[config.mk]
export PLATFORM = sky130hd
export DESIGN_NAME = volts_scale_pipe
export DESIGN_NICKNAME = d
export VERILOG_FILES = /design/src/rtl/volts_scale_pkg.sv /design/src/rtl/volts_sat_shl.sv /design/src/rtl/volts_scale_pipe.sv
export SDC_FILE = /design/constraint.sdc
export NUM_CORES = 1
export LEC_CHECK = 0
export ABC_AREA = 1
export CAP_MARGIN = 20
export CORE_ASPECT_RATIO = 0.5
export CORE_MARGIN = 5
export CORE_UTILIZATION = 50
export CTS_BUF_LIST = sky130_fd_sc_hd__clkbuf_2 sky130_fd_sc_hd__clkbuf_4 sky130_fd_sc_hd__clkbuf_8
export CTS_CLUSTER_DIAMETER = 50
export DETAILED_ROUTE_END_ITERATION = 6
export PLACE_DENSITY_LB_ADDON = 0.25
export SYNTH_ARGS = -nofsm -noshare
export SYNTH_HDL_FRONTEND = slang
export SYNTH_SLANG_ARGS = --single-unit
[constraint.sdc]
create_clock -name clk -period 2.2 [get_ports clk]
set_input_delay 0.44 -clock clk [delete_from_list [all_inputs] [get_ports clk]]
set_output_delay 0.44 -clock clk [all_outputs]
set_load 0.05 [all_outputs]
[src/rtl/volts_scale_pkg.sv]
// Shared types and reset constants for the volts/div scaling pipeline.
package volts_scale_pkg;

   // Post-gain processing applied in the second stage
   typedef enum logic [1:0] {
      PASS     = 2'd0,
      CLAMP    = 2'd1,
      DEADBAND = 2'd2,
      RSVD     = 2'd3
   } mode_t;

   // Configuration restored by reset: pass-through at unity gain
   localparam mode_t       RST_MODE   = PASS;
   localparam int unsigned RST_THRESH = 0;
   localparam int unsigned RST_SHIFT  = 0;

endpackage

[src/rtl/volts_sat_shl.sv]
// Combinational saturating left shift: result = data << shift, or all-ones on overflow.
module volts_sat_shl #(
   parameter int unsigned DATA_W  = 8,
   parameter int unsigned SHIFT_W = 3
) (
   input  logic [DATA_W-1:0]  data,
   input  logic [SHIFT_W-1:0] shift,
   output logic [DATA_W-1:0]  result,
   output logic               sat
);

   // Wide enough that the largest shift cannot lose any bit before the overflow test
   localparam int unsigned WIDE_W = DATA_W + (2 ** SHIFT_W);

   logic [WIDE_W-1:0] wide;

   // Shift at full width, flag any bit that landed above the sample width
   always_comb begin
      wide   = WIDE_W'(data) << shift;
      sat    = |wide[WIDE_W-1:DATA_W];
      result = sat ? '1 : wide[DATA_W-1:0];
   end

endmodule

[src/rtl/volts_scale_pipe.sv]
// Two-stage volts/div scaler: S1 applies saturating 2^shift gain, S2 applies clamp/deadband.
// Valid/ready stream with backpressure; counts clipped samples delivered downstream.
module volts_scale_pipe
   import volts_scale_pkg::*;
#(
   parameter int unsigned DATA_W  = 8,
   parameter int unsigned SHIFT_W = 3,
   parameter int unsigned CNT_W   = 16
) (
   input  logic               clk,
   input  logic               reset_n,
   input  logic               cfg_load,
   input  mode_t              cfg_mode,
   input  logic [DATA_W-1:0]  cfg_thresh,
   input  logic [SHIFT_W-1:0] cfg_shift,
   input  logic               in_valid,
   output logic               in_ready,
   input  logic [DATA_W-1:0]  in_data,
   output logic               out_valid,
   input  logic               out_ready,
   output logic [DATA_W-1:0]  out_data,
   output logic               out_clip,
   output logic [CNT_W-1:0]   clip_count,
   input  logic               clip_clr
);

   // Active configuration
   mode_t              cfg_mode_q;
   logic [DATA_W-1:0]  cfg_thresh_q;
   logic [SHIFT_W-1:0] cfg_shift_q;

   // S1: gained sample plus the config it must be finished with
   logic               s1_valid_q;
   logic [DATA_W-1:0]  s1_gain_q;
   logic               s1_sat_q;
   mode_t              s1_mode_q;
   logic [DATA_W-1:0]  s1_thresh_q;

   // S2: final sample presented downstream
   logic               s2_valid_q;
   logic [DATA_W-1:0]  s2_data_q;
   logic               s2_clip_q;

   logic [CNT_W-1:0]   clip_count_q, clip_count_d;

   logic               adv1, adv2;
   logic [DATA_W-1:0]  gain;
   logic               sat;
   logic [DATA_W-1:0]  mode_data;
   logic               mode_clip;

   volts_sat_shl #(
      .DATA_W  (DATA_W),
      .SHIFT_W (SHIFT_W)
   ) u_sat_shl (
      .data   (in_data),
      .shift  (cfg_shift_q),
      .result (gain),
      .sat    (sat)
   );

   // Stage advance: a stage may load when it is empty or its content moves on this edge
   always_comb begin
      adv2     = !s2_valid_q || out_ready;
      adv1     = !s1_valid_q || adv2;
      in_ready = adv1;
   end

   // Mode stage: clamp ceiling or deadband floor against the sample's own threshold
   always_comb begin
      mode_data = s1_gain_q;
      mode_clip = s1_sat_q;
      unique case (s1_mode_q)
         CLAMP: begin
            if (s1_gain_q > s1_thresh_q) begin
               mode_data = s1_thresh_q;
               mode_clip = 1'b1;
            end
         end
         DEADBAND: begin
            if (s1_gain_q < s1_thresh_q) begin
               mode_data = '0;
            end
         end
         default: begin
            // PASS and RSVD forward the gained sample unchanged
         end
      endcase
   end

   // Clip counter next state: clear wins, otherwise saturating increment on a clipped handoff
   always_comb begin
      clip_count_d = clip_count_q;
      if (clip_clr) begin
         clip_count_d = '0;
      end else if (s2_valid_q && out_ready && s2_clip_q && !(&clip_count_q)) begin
         clip_count_d = clip_count_q + 1'b1;
      end
   end

   // Config register; a sample accepted on the load edge still sees the old values
   always_ff @(posedge clk or negedge reset_n) begin
      if (!reset_n) begin
         cfg_mode_q   <= RST_MODE;
         cfg_thresh_q <= DATA_W'(RST_THRESH);
         cfg_shift_q  <= SHIFT_W'(RST_SHIFT);
      end else if (cfg_load) begin
         cfg_mode_q   <= cfg_mode;
         cfg_thresh_q <= cfg_thresh;
         cfg_shift_q  <= cfg_shift;
      end
   end

   // S1 register: gain result and captured mode/threshold travel with the sample
   always_ff @(posedge clk or negedge reset_n) begin
      if (!reset_n) begin
         s1_valid_q  <= 1'b0;
         s1_gain_q   <= '0;
         s1_sat_q    <= 1'b0;
         s1_mode_q   <= RST_MODE;
         s1_thresh_q <= '0;
      end else if (adv1) begin
         s1_valid_q <= in_valid;
         if (in_valid) begin
            s1_gain_q   <= gain;
            s1_sat_q    <= sat;
            s1_mode_q   <= cfg_mode_q;
            s1_thresh_q <= cfg_thresh_q;
         end
      end
   end

   // S2 register: holds its payload while downstream stalls
   always_ff @(posedge clk or negedge reset_n) begin
      if (!reset_n) begin
         s2_valid_q <= 1'b0;
         s2_data_q  <= '0;
         s2_clip_q  <= 1'b0;
      end else if (adv2) begin
         s2_valid_q <= s1_valid_q;
         if (s1_valid_q) begin
            s2_data_q <= mode_data;
            s2_clip_q <= mode_clip;
         end
      end
   end

   // Clip counter register
   always_ff @(posedge clk or negedge reset_n) begin
      if (!reset_n) begin
         clip_count_q <= '0;
      end else begin
         clip_count_q <= clip_count_d;
      end
   end

   // Outputs come straight from registers, so in_valid never reaches out_valid combinationally
   always_comb begin
      out_valid  = s2_valid_q;
      out_data   = s2_data_q;
      out_clip   = s2_clip_q;
      clip_count = clip_count_q;
   end

endmodule
==> impl_metrics.env, run 1 <==
export IMPL_setup_violations=0
export IMPL_fin_nets=561
export IMPL_synth_main_ff_cell="dfrtp_1"
export IMPL_cts_setup_buffers=0
export IMPL_h_tree_depth=3
export IMPL_hpwl_um=5750
export IMPL_p_switching_mw=1.42
export IMPL_yosysTopAreaCellShare=0.422
export IMPL_grtUsageMet2=0.266
export IMPL_relSlewSlack=0.566
export IMPL_io_buffer_count=53
export IMPL_yosysWarnings=0
export IMPL_ys_seq_area_frac=0.422
export IMPL_syn_nets=508
export IMPL_routed_via_density=4.85
export IMPL_grt_max_degree=40
export IMPL_clkLatencyLatePin_ps=350
export IMPL_drive_gt1_frac=0.0909
export IMPL_cts_root_buf="clkbuf_8"
export IMPL_numCtsBuffers=9
export IMPL_criticalPathCategory="reg -> out"
export IMPL_critPathMaxStageDelay_ps=840
export IMPL_die_w_um=128
export IMPL_cts_hold_buf=0
export IMPL_use_met1=0.254
export IMPL_setup_ws_ps=122
export IMPL_synth_edf_count=0
export IMPL_setup_tns_ps=0
export IMPL_grt_pass1_wl_um=13000
export IMPL_fin_crit_sh=0.944
export IMPL_core_area_sq_um=6750
export IMPL_multi_input_area_sq_um=1670
export IMPL_area_sequential_sq_um=1480
export IMPL_drt_iter0_drc=158
export IMPL_track_usage=0.182
export IMPL_antenna_found_initial=0
export IMPL_fmax_mhz=481
export IMPL_worstPathCellList="clkdlybuf4s50_1"
export IMPL_critical_path_peak_fanout=6
export IMPL_worstMarginPinSlew_ps=650
export IMPL_rsz0062_at_grt="no"
export IMPL_p_int_mw=2.36
export IMPL_ctsResizeCount=0
export IMPL_n_antenna_cell=0
export IMPL_outcome="complete, no violations"
export IMPL_period_minus_slack_ps=2080
export IMPL_syn2layout_area_growth_pct=23.4
export IMPL_dr_pass1_iters=4
export IMPL_totalWireLength_um=7580
export IMPL_clock_sink_count=59
export IMPL_critPathTopFamily="buffers and inverters"
export IMPL_required_ps=1760
export IMPL_p_seq_frac=0.364
export IMPL_final_area_sq_um=4320
export IMPL_rows=21
export IMPL_overflow=0
export IMPL_cp_end_kind="primary output"
export IMPL_final_antenna_net_count=0
export IMPL_crit_path_start_kind="register"
export IMPL_fin_skew_ps=6.12
export IMPL_clockBufferDepth=2
export IMPL_n_fill_cell=644
export IMPL_grt_busiest_layer="met2"
export IMPL_whs_ps=50.0
export IMPL_placed_area_sq_um=4110
export IMPL_cts_tree="done"
export IMPL_yosysTopAreaCell="dfrtp_1"
export IMPL_utilization=0.639
export IMPL_drv_cap=0
export IMPL_final_cells=620
export IMPL_path_buf_inv=1
export IMPL_syn_area_sq_um=3500
export IMPL_yosys_top_cells_count="156 x nand2_1, 66 x inv_1, 59 x dfrtp_1, 38 x nand3_1, 32 x o21ai_0"
export IMPL_ys_ff_latch=59
export IMPL_drc=0
export IMPL_met3_usage=0.0617
export IMPL_preCtsSetupSlack_ps=258
export IMPL_ys_types=37
export IMPL_wl_per_cell_um=12.2
export IMPL_async_reset_ff_frac=1.00
export IMPL_dieHeight_um=69.2
export IMPL_grt_pass1_vias=2739
export IMPL_clk_pin_slew_ps=60
export IMPL_vdd_drop_max_v=0.000365
export IMPL_final_hold_violation_count=0
export IMPL_swShare=0.376
export IMPL_initial_core_util=0.518
export IMPL_leakage_nw=2.14
export IMPL_die_area_sq_um=8870
export IMPL_pin_count=54
export IMPL_power_frac_comb=0.356
export IMPL_syn_inst=470
export IMPL_cp_arrival_ps=1640
export IMPL_dp_cells=604
export IMPL_gp_congestion=0.909
export IMPL_pwr_share_clk=0.280
export IMPL_finalPower_mw=3.78
export IMPL_synth_most_common_cell="nand2_1"
export IMPL_critPathSlowestCell="clkdlybuf4s50_1"
export IMPL_maxSlewViolCount=0
export IMPL_synth_area_top_cells="dfrtp_1 42%, nand2_1 17%, inv_1 7.1%"
export IMPL_min_path_type="in -> async"
export IMPL_power_density_nw_per_um2=876
export IMPL_vias=3004
export IMPL_avgSynthCellArea_sq_um=7.45
[power by group through the flow]
stage          Combinational (mW)  Clock (mW)  Sequential, mW
2_1_floorplan               0.650           0            1.68
3_3_place_gp                 1.33           0            1.39
3_5_place_dp                 1.35           0            1.39
4_1_cts                      1.35        1.09            1.38
5_1_grt                      1.49        1.14            1.40
6_report                     1.35        1.06            1.38
[routing by layer]
layer	share of wire	routed length, um
met1	0.48	3630
met2	0.43	3250
met3	0.077	586
met4	0.016	119
met5	0	0
[placed cells by master (no fill, tap or decap), types with 2 or more instances in the layout]
| cell type | count |
|---|---|
| nand2_1 | 156 |
| inv_1 | 66 |
| dfrtp_1 | 59 |
| clkdlybuf4s50_1 | 51 |
| nand3_1 | 38 |
| o21ai_0 | 32 |
| a21oi_1 | 25 |
| nor2_1 | 14 |
| ha_1 | 11 |
| clkbuf_8 | 9 |
| xor2_1 | 7 |
| nand4_1 | 4 |
| o21ai_2 | 4 |
| o21ai_1 | 4 |
| nand2_2 | 4 |
| o31ai_1 | 4 |
| clkinv_2 | 4 |
| buf_4 | 4 |
| nor2_2 | 3 |
| nand2_4 | 3 |
| nor3_2 | 2 |
| and2_1 | 2 |
| inv_2 | 2 |
| nor3_1 | 2 |
| bufinv_16 | 2 |
| buf_12 | 2 |
[registers in the layout, summed over array words and instances (netlist names), 2 cells and up]
signal,cells
cfg_shift_q,3
out_data,8
cfg_mode_q,2
cfg_thresh_q,8
s1_mode_q,2
clip_count,16
s1_thresh_q,8
s1_gain_q,8
[kinds of logic after synthesis]
kind of cell,after synthesis,synth area share
AO/OA/AOI/OAI,75,0.123
XOR/XNOR,8,0.0200
adder cells (fa/ha/maj),11,0.0393
buffers and inverters,84,0.0997
flip-flops,59,0.422
AND/OR/NAND/NOR,233,0.296
[area by class of cell]
cell class,count,share of cell area
clock inverter,6,0.0185
multi-input combinational,327,0.388
tap,92,0.0267
inverter,68,0.0591
timing repair buffer,58,0.136
sequential,59,0.342
clock buffer,10,0.0304
[worst paths after layout]
check | startpoint | to | slack, ps | cells after the start
max reg2reg | s1_thresh_q[1] | out_data[4] | 330 | 14
min reg2reg | out_data[5] | out_data[5] | 480 | 2
max in group asynchronous | reset_n | s1_mode_q[1] | 1580 | 2
min | reset_n | clip_count[6] | 50 | 1
min in group clk | out_data[5] | out_data[5] | 480 | 2
max | clip_count[11] | clip_count[11] | 120 | 1
(Power assumes the default switching activity.)
==> run 2, diff against run 1 <==
- CTS_BUF_LIST: sky130_fd_sc_hd__clkbuf_2 sky130_fd_sc_hd__clkbuf_4 sky130_fd_sc_hd__clkbuf_8 -> sky130_fd_sc_hd__clkbuf_16
==> run 2 against run 1 <==
Hold slack improved by 24 ps. Combinational power hardly changed. Maximum frequency increased by 0.66%. Routed wire length grew 1.1%. Clock power up 37%. Register-to-register slack about the same. Critical path depth unchanged. Largest cell class unchanged.
==> impl_metrics.env, run 2 (synthesized netlist as in run 1, its figures left out) <==
export IMPL_antenna_found_initial=0
export IMPL_worstMarginPinSlew_ps=653
export IMPL_outcome="complete, no violations"
export IMPL_h_tree_depth=3
export IMPL_cts_root_buf="clkbuf_16"
export IMPL_overflow=0
export IMPL_final_antenna_net_count=0
export IMPL_rr_endpoint="out_data[2]"
export IMPL_path_buf_inv=1
export IMPL_critical_path_peak_fanout=6
export IMPL_finalPower_mw=4.18
export IMPL_cts_hold_buf=0
export IMPL_critPathTopFamily="buffers and inverters"
export IMPL_grt_pass1_wl_um=13200
export IMPL_worst_path_stages=1
export IMPL_final_area_sq_um=4420
export IMPL_grt_pass1_vias=2768
export IMPL_rr_worst_depth=14
export IMPL_rsz0062_at_grt="no"
export IMPL_final_cell_mix="156 x nand2_1, 67 x inv_1, 59 x dfrtp_1"
export IMPL_power_density_nw_per_um2=946
export IMPL_cp_end_kind="primary output"
export IMPL_dr_wl_met2_um=3390
export IMPL_critPathSlowestCell="clkdlybuf4s50_1"
export IMPL_critPathMaxStageDelay_ps=840
export IMPL_setup_violations=0
export IMPL_r2r_start="s1_thresh_q[3]"
export IMPL_wl_per_cell_um=12.4
export IMPL_routed_via_density=4.88
export IMPL_hpwl_um=5750
export IMPL_drv_cap=0
export IMPL_crit_path_start_kind="register"
export IMPL_cts_tree="done"
export IMPL_relSlewSlack=0.563
export IMPL_fin_nets=561
export IMPL_met3WireLength_um=511
export IMPL_worstPathCellList="clkdlybuf4s50_1"
export IMPL_clock_sink_count=59
export IMPL_vdd_drop_max_v=0.000443
export IMPL_clkLatencyLatePin_ps=330
export IMPL_criticalPathCategory="reg -> out"
export IMPL_vias=3027
export IMPL_track_usage=0.184
export IMPL_fin_crit_sh=0.938
export IMPL_dieHeight_um=69.2
export IMPL_cts_setup_buffers=0
export IMPL_n_antenna_cell=0
export IMPL_min_path_type="in -> async"
export IMPL_grt_max_degree=40
export IMPL_startpoint="clip_count[11]"
export IMPL_numCtsBuffers=9
export IMPL_drive_gt1_frac=0.0890
export IMPL_setup_ws_ps=136
export IMPL_largest_reg_flops=16
export IMPL_totalWireLength_um=7670
export IMPL_drc=0
export IMPL_pin_count=54
export IMPL_clk_pin_slew_ps=50
export IMPL_placed_area_sq_um=4110
export IMPL_cp_arrival_ps=1620
export IMPL_setup_tns_ps=0
export IMPL_period_minus_slack_ps=2060
export IMPL_drt_iter0_drc=158
export IMPL_ctsResizeCount=0
export IMPL_die_area_sq_um=8870
export IMPL_drt_met1_wl_um=3700
export IMPL_clockBufferDepth=2
export IMPL_final_hold_violation_count=0
export IMPL_gp_congestion=0.909
export IMPL_whs_ps=73.9
export IMPL_rows=21
export IMPL_fin_skew_ps=5.17
export IMPL_initial_core_util=0.518
export IMPL_preCtsSetupSlack_ps=258
export IMPL_maxSlewViolCount=0
export IMPL_maxUsedRoutingLayer="met4"
export IMPL_layout_commonest_cell="nand2_1"
export IMPL_io_buffer_count=53
export IMPL_leakage_nw=2.18
export IMPL_syn2layout_area_growth_pct=26.2
export IMPL_fmax_mhz=484
export IMPL_dr_pass1_iters=4
export IMPL_die_w_um=128
export IMPL_r2r_slack_ps=320
export IMPL_required_ps=1760
export IMPL_core_area_sq_um=6750
[run 2: cell types whose count changed in the layout (fill, tap and decap cells not counted)]
| cell | before | now |
|---|---|---|
| clkbuf_4 | 1 | 0 |
| clkbuf_8 | 9 | 0 |
| clkbuf_16 | 0 | 9 |
| inv_1 | 66 | 67 |
[run 2: cell type report]
| class | instances | area (sq um) |
|---|---|---|
| fill | 623 | 2340 |
| timing repair buffer | 58 | 586 |
| sequential | 59 | 1480 |
| clock buffer | 9 | 225 |
| inverter | 68 | 255 |
| tap | 92 | 115 |
| clock inverter | 7 | 83.8 |
| multi-input combinational | 327 | 1670 |
[run 2: worst max-delay path by stage]
stage | end
after floorplan | s1_thresh_q[7]
after global placement | s1_gain_q[3]
after detailed placement | s1_gain_q[4]
after CTS | clip_count[11]
after global routing | clip_count[13]
final | clip_count[11]
[run 2: per-stage QoR]
step            util  std cells
3_3_place_gp   0.608        604
6_report       0.654        620
2_1_floorplan      -        470
3_5_place_dp   0.608        604
5_1_grt        0.654        620
4_1_cts        0.654        620
[run 2: report_power, final]
group / total (mW) / internal (mW) / switching [mW]
registers: 1.38 / 1.26 / 0.121
logic: 1.35 / 0.463 / 0.887
clock network: 1.45 / 0.976 / 0.470
[run 2: routing by layer]
| layer | global-route usage | up-vias |
|---|---|---|
| met5 | 0 | - |
| met4 | 0.0600 | 0 |
| met3 | 0.0563 | 8 |
| met2 | 0.270 | 79 |
| met1 | 0.258 | 1339 |
| li1 | - | 1601 |
==> run 3, diff against run 2 <==
- ABC_AREA: 1 -> unset
- CORE_UTILIZATION: 50 -> 28
==> run 3 against run 2 <==
First-iteration DRC count shrank 30%. Global-route usage shrank 6.8 points. Die area grew 54%. Design area down 3.6%. Hold slack better by 24 ps. Critical path type unchanged. Largest cell class unchanged. Largest power group unchanged.
==> impl_metrics.env, run 3 <==
export IMPL_cp_end_kind="primary output"
export IMPL_setup_ws_ps=73.8
export IMPL_wl_per_cell_um=14.2
export IMPL_synth_most_common_cell="dfrtp_1"
export IMPL_rr_endpoint="s1_gain_q[5]"
export IMPL_antenna_found_initial=0
export IMPL_cp_arrival_ps=1690
export IMPL_yosysWarnings=0
export IMPL_io_buffer_count=53
export IMPL_synth_area_top_cells="dfrtp_1 47%, mux2_2 5.0%, mux2i_1 4.4%"
export IMPL_syn2layout_area_growth_pct=34.3
export IMPL_dp_cells=506
export IMPL_synthSimpleGateAreaFrac=0.163
export IMPL_grt_pass1_wl_um=12800
export IMPL_drt_met1_wl_um=3610
export IMPL_utilization=0.387
export IMPL_layout_commonest_cell="dfrtp_1"
export IMPL_fin_nets=410
export IMPL_maxUsedRoutingLayer="met4"
export IMPL_path_buf_inv=1
export IMPL_crit_path_start_kind="register"
export IMPL_async_reset_ff_frac=1.00
export IMPL_critPathSlowestCell="clkdlybuf4s50_1"
export IMPL_preCtsSetupSlack_ps=66.6
export IMPL_final_hold_violation_count=0
export IMPL_yosys_top_cells_count="59 x dfrtp_1, 30 x nor2_1, 18 x nand4_1, 16 x o21ai_0, 15 x nand2_1"
export IMPL_drive_gt1_frac=0.151
export IMPL_cts_hold_buf=0
export IMPL_dr_pass1_iters=5
export IMPL_hpwl_um=5580
export IMPL_power_density_nw_per_um2=940
export IMPL_syn_area_sq_um=3170
export IMPL_cts_setup_buffers=0
export IMPL_yosysTopAreaCellShare=0.466
export IMPL_syn_inst=306
export IMPL_clock_sink_count=59
export IMPL_setup_violations=0
export IMPL_clockBufferDepth=2
export IMPL_die_area_sq_um=13700
export IMPL_totalWireLength_um=7420
export IMPL_pin_count=54
export IMPL_largest_reg_flops=16
export IMPL_drc=0
export IMPL_final_cells=522
export IMPL_rr_worst_depth=6
export IMPL_numCtsBuffers=9
export IMPL_dieHeight_um=85.2
export IMPL_syn_nets=344
export IMPL_r2r_slack_ps=210
export IMPL_critical_path_peak_fanout=8
export IMPL_final_cell_mix="59 x dfrtp_1, 51 x clkdlybuf4s50_1, 30 x nor2_1"
export IMPL_fin_skew_ps=4.54
export IMPL_min_path_type="in -> async"
export IMPL_ys_seq_area_frac=0.466
export IMPL_synth_top_family_by_area="simple AND/OR/NAND/NOR gates"
export IMPL_setup_tns_ps=0
export IMPL_fmax_mhz=470
export IMPL_die_w_um=160
export IMPL_clk_pin_slew_ps=50
export IMPL_overflow=0
export IMPL_synth_xor_xnor_area_share=0.0415
export IMPL_met3WireLength_um=360
export IMPL_finalPower_mw=4.00
export IMPL_critPathTopFamily="buffers and inverters"
export IMPL_worstMarginPinSlew_ps=516
export IMPL_yosysTopAreaCell="dfrtp_1"
export IMPL_leakage_nw=1.71
export IMPL_synth_main_ff_cell="dfrtp_1"
export IMPL_placed_area_sq_um=3950
export IMPL_final_antenna_net_count=0
export IMPL_routed_via_density=4.84
export IMPL_initial_core_util=0.288
export IMPL_h_tree_depth=3
export IMPL_dr_wl_met2_um=3330
export IMPL_grt_pass1_vias=2553
export IMPL_grt_max_degree=60
export IMPL_track_usage=0.116
export IMPL_drv_cap=0
export IMPL_rsz0062_at_grt="no"
export IMPL_criticalPathCategory="reg -> out"
export IMPL_cts_tree="done"
export IMPL_muxShareOfSynthArea=0.0940
export IMPL_period_minus_slack_ps=2130
export IMPL_ys_types=47
export IMPL_clkLatencyLatePin_ps=330
export IMPL_critPathMaxStageDelay_ps=860
export IMPL_worstPathCellList="clkdlybuf4s50_1"
export IMPL_gp_congestion=0.757
export IMPL_drt_iter0_drc=111
export IMPL_ctsResizeCount=0
export IMPL_required_ps=1760
export IMPL_rows=27
export IMPL_synth_edf_count=0
export IMPL_maxSlewViolCount=0
export IMPL_synth_compound_area_frac=0.154
export IMPL_vias=2527
export IMPL_whs_ps=97.8
export IMPL_fin_crit_sh=0.966
export IMPL_core_area_sq_um=11000
export IMPL_synth_adder_area_share=0.0434
export IMPL_cts_root_buf="clkbuf_16"
export IMPL_final_area_sq_um=4260
export IMPL_vdd_drop_max_v=0.000303
export IMPL_avgSynthCellArea_sq_um=10.4
export IMPL_n_antenna_cell=0
export IMPL_r2r_start="cfg_shift_q[0]"
export IMPL_relSlewSlack=0.655
export IMPL_ys_ff_latch=59
export IMPL_outcome="complete, no violations"
-- run 3: cell families after synthesis --
group	after synthesis
xor gates and xnor gates	15
adders and majority gates	11
DFF	59
and+or+nand+nor	99
buffers and inverters	28
muxes	28
AOI/OAI and AO/OA	66
-- run 3: power breakdown --
| group | internal [mW] | switching [mW] | total [mW] | leakage [nW] |
|---|---|---|---|---|
| clock | 0.977 | 0.482 | 1.46 | 0.158 |
| combinational | 0.461 | 0.699 | 1.16 | 0.839 |
| sequential | 1.25 | 0.134 | 1.39 | 0.715 |
-- run 3: how the worst max path moves through the flow --
stage	from	to	slack [ps]	depth (start not counted)
CTS	clip_count[2]	clip_count[2]	50	1
global placement	in_data[2]	s1_gain_q[5]	110	7
finish	clip_count[2]	clip_count[2]	70	1
detailed placement	in_data[3]	s1_gain_q[5]	70	7
global route	clip_count[2]	clip_count[2]	8	1
floorplan	out_valid	s1_gain_q[6]	20	6
-- run 3: layer usage --
metal,GRT usage,vias up
li1,-,1264
met1,0.153,1208
met2,0.179,46
met3,0.0388,9
met4,0.0422,0
met5,0,-
-- run 3: cell type report --
cell class | count | area [sq um]
clock buffer | 9 | 225
clock inverter | 7 | 85.1
fill | 1107 | 6760
inverter | 14 | 52.6
multi-input combinational | 219 | 1570
sequential | 59 | 1480
tap | 145 | 181
timing repair buffer | 69 | 668
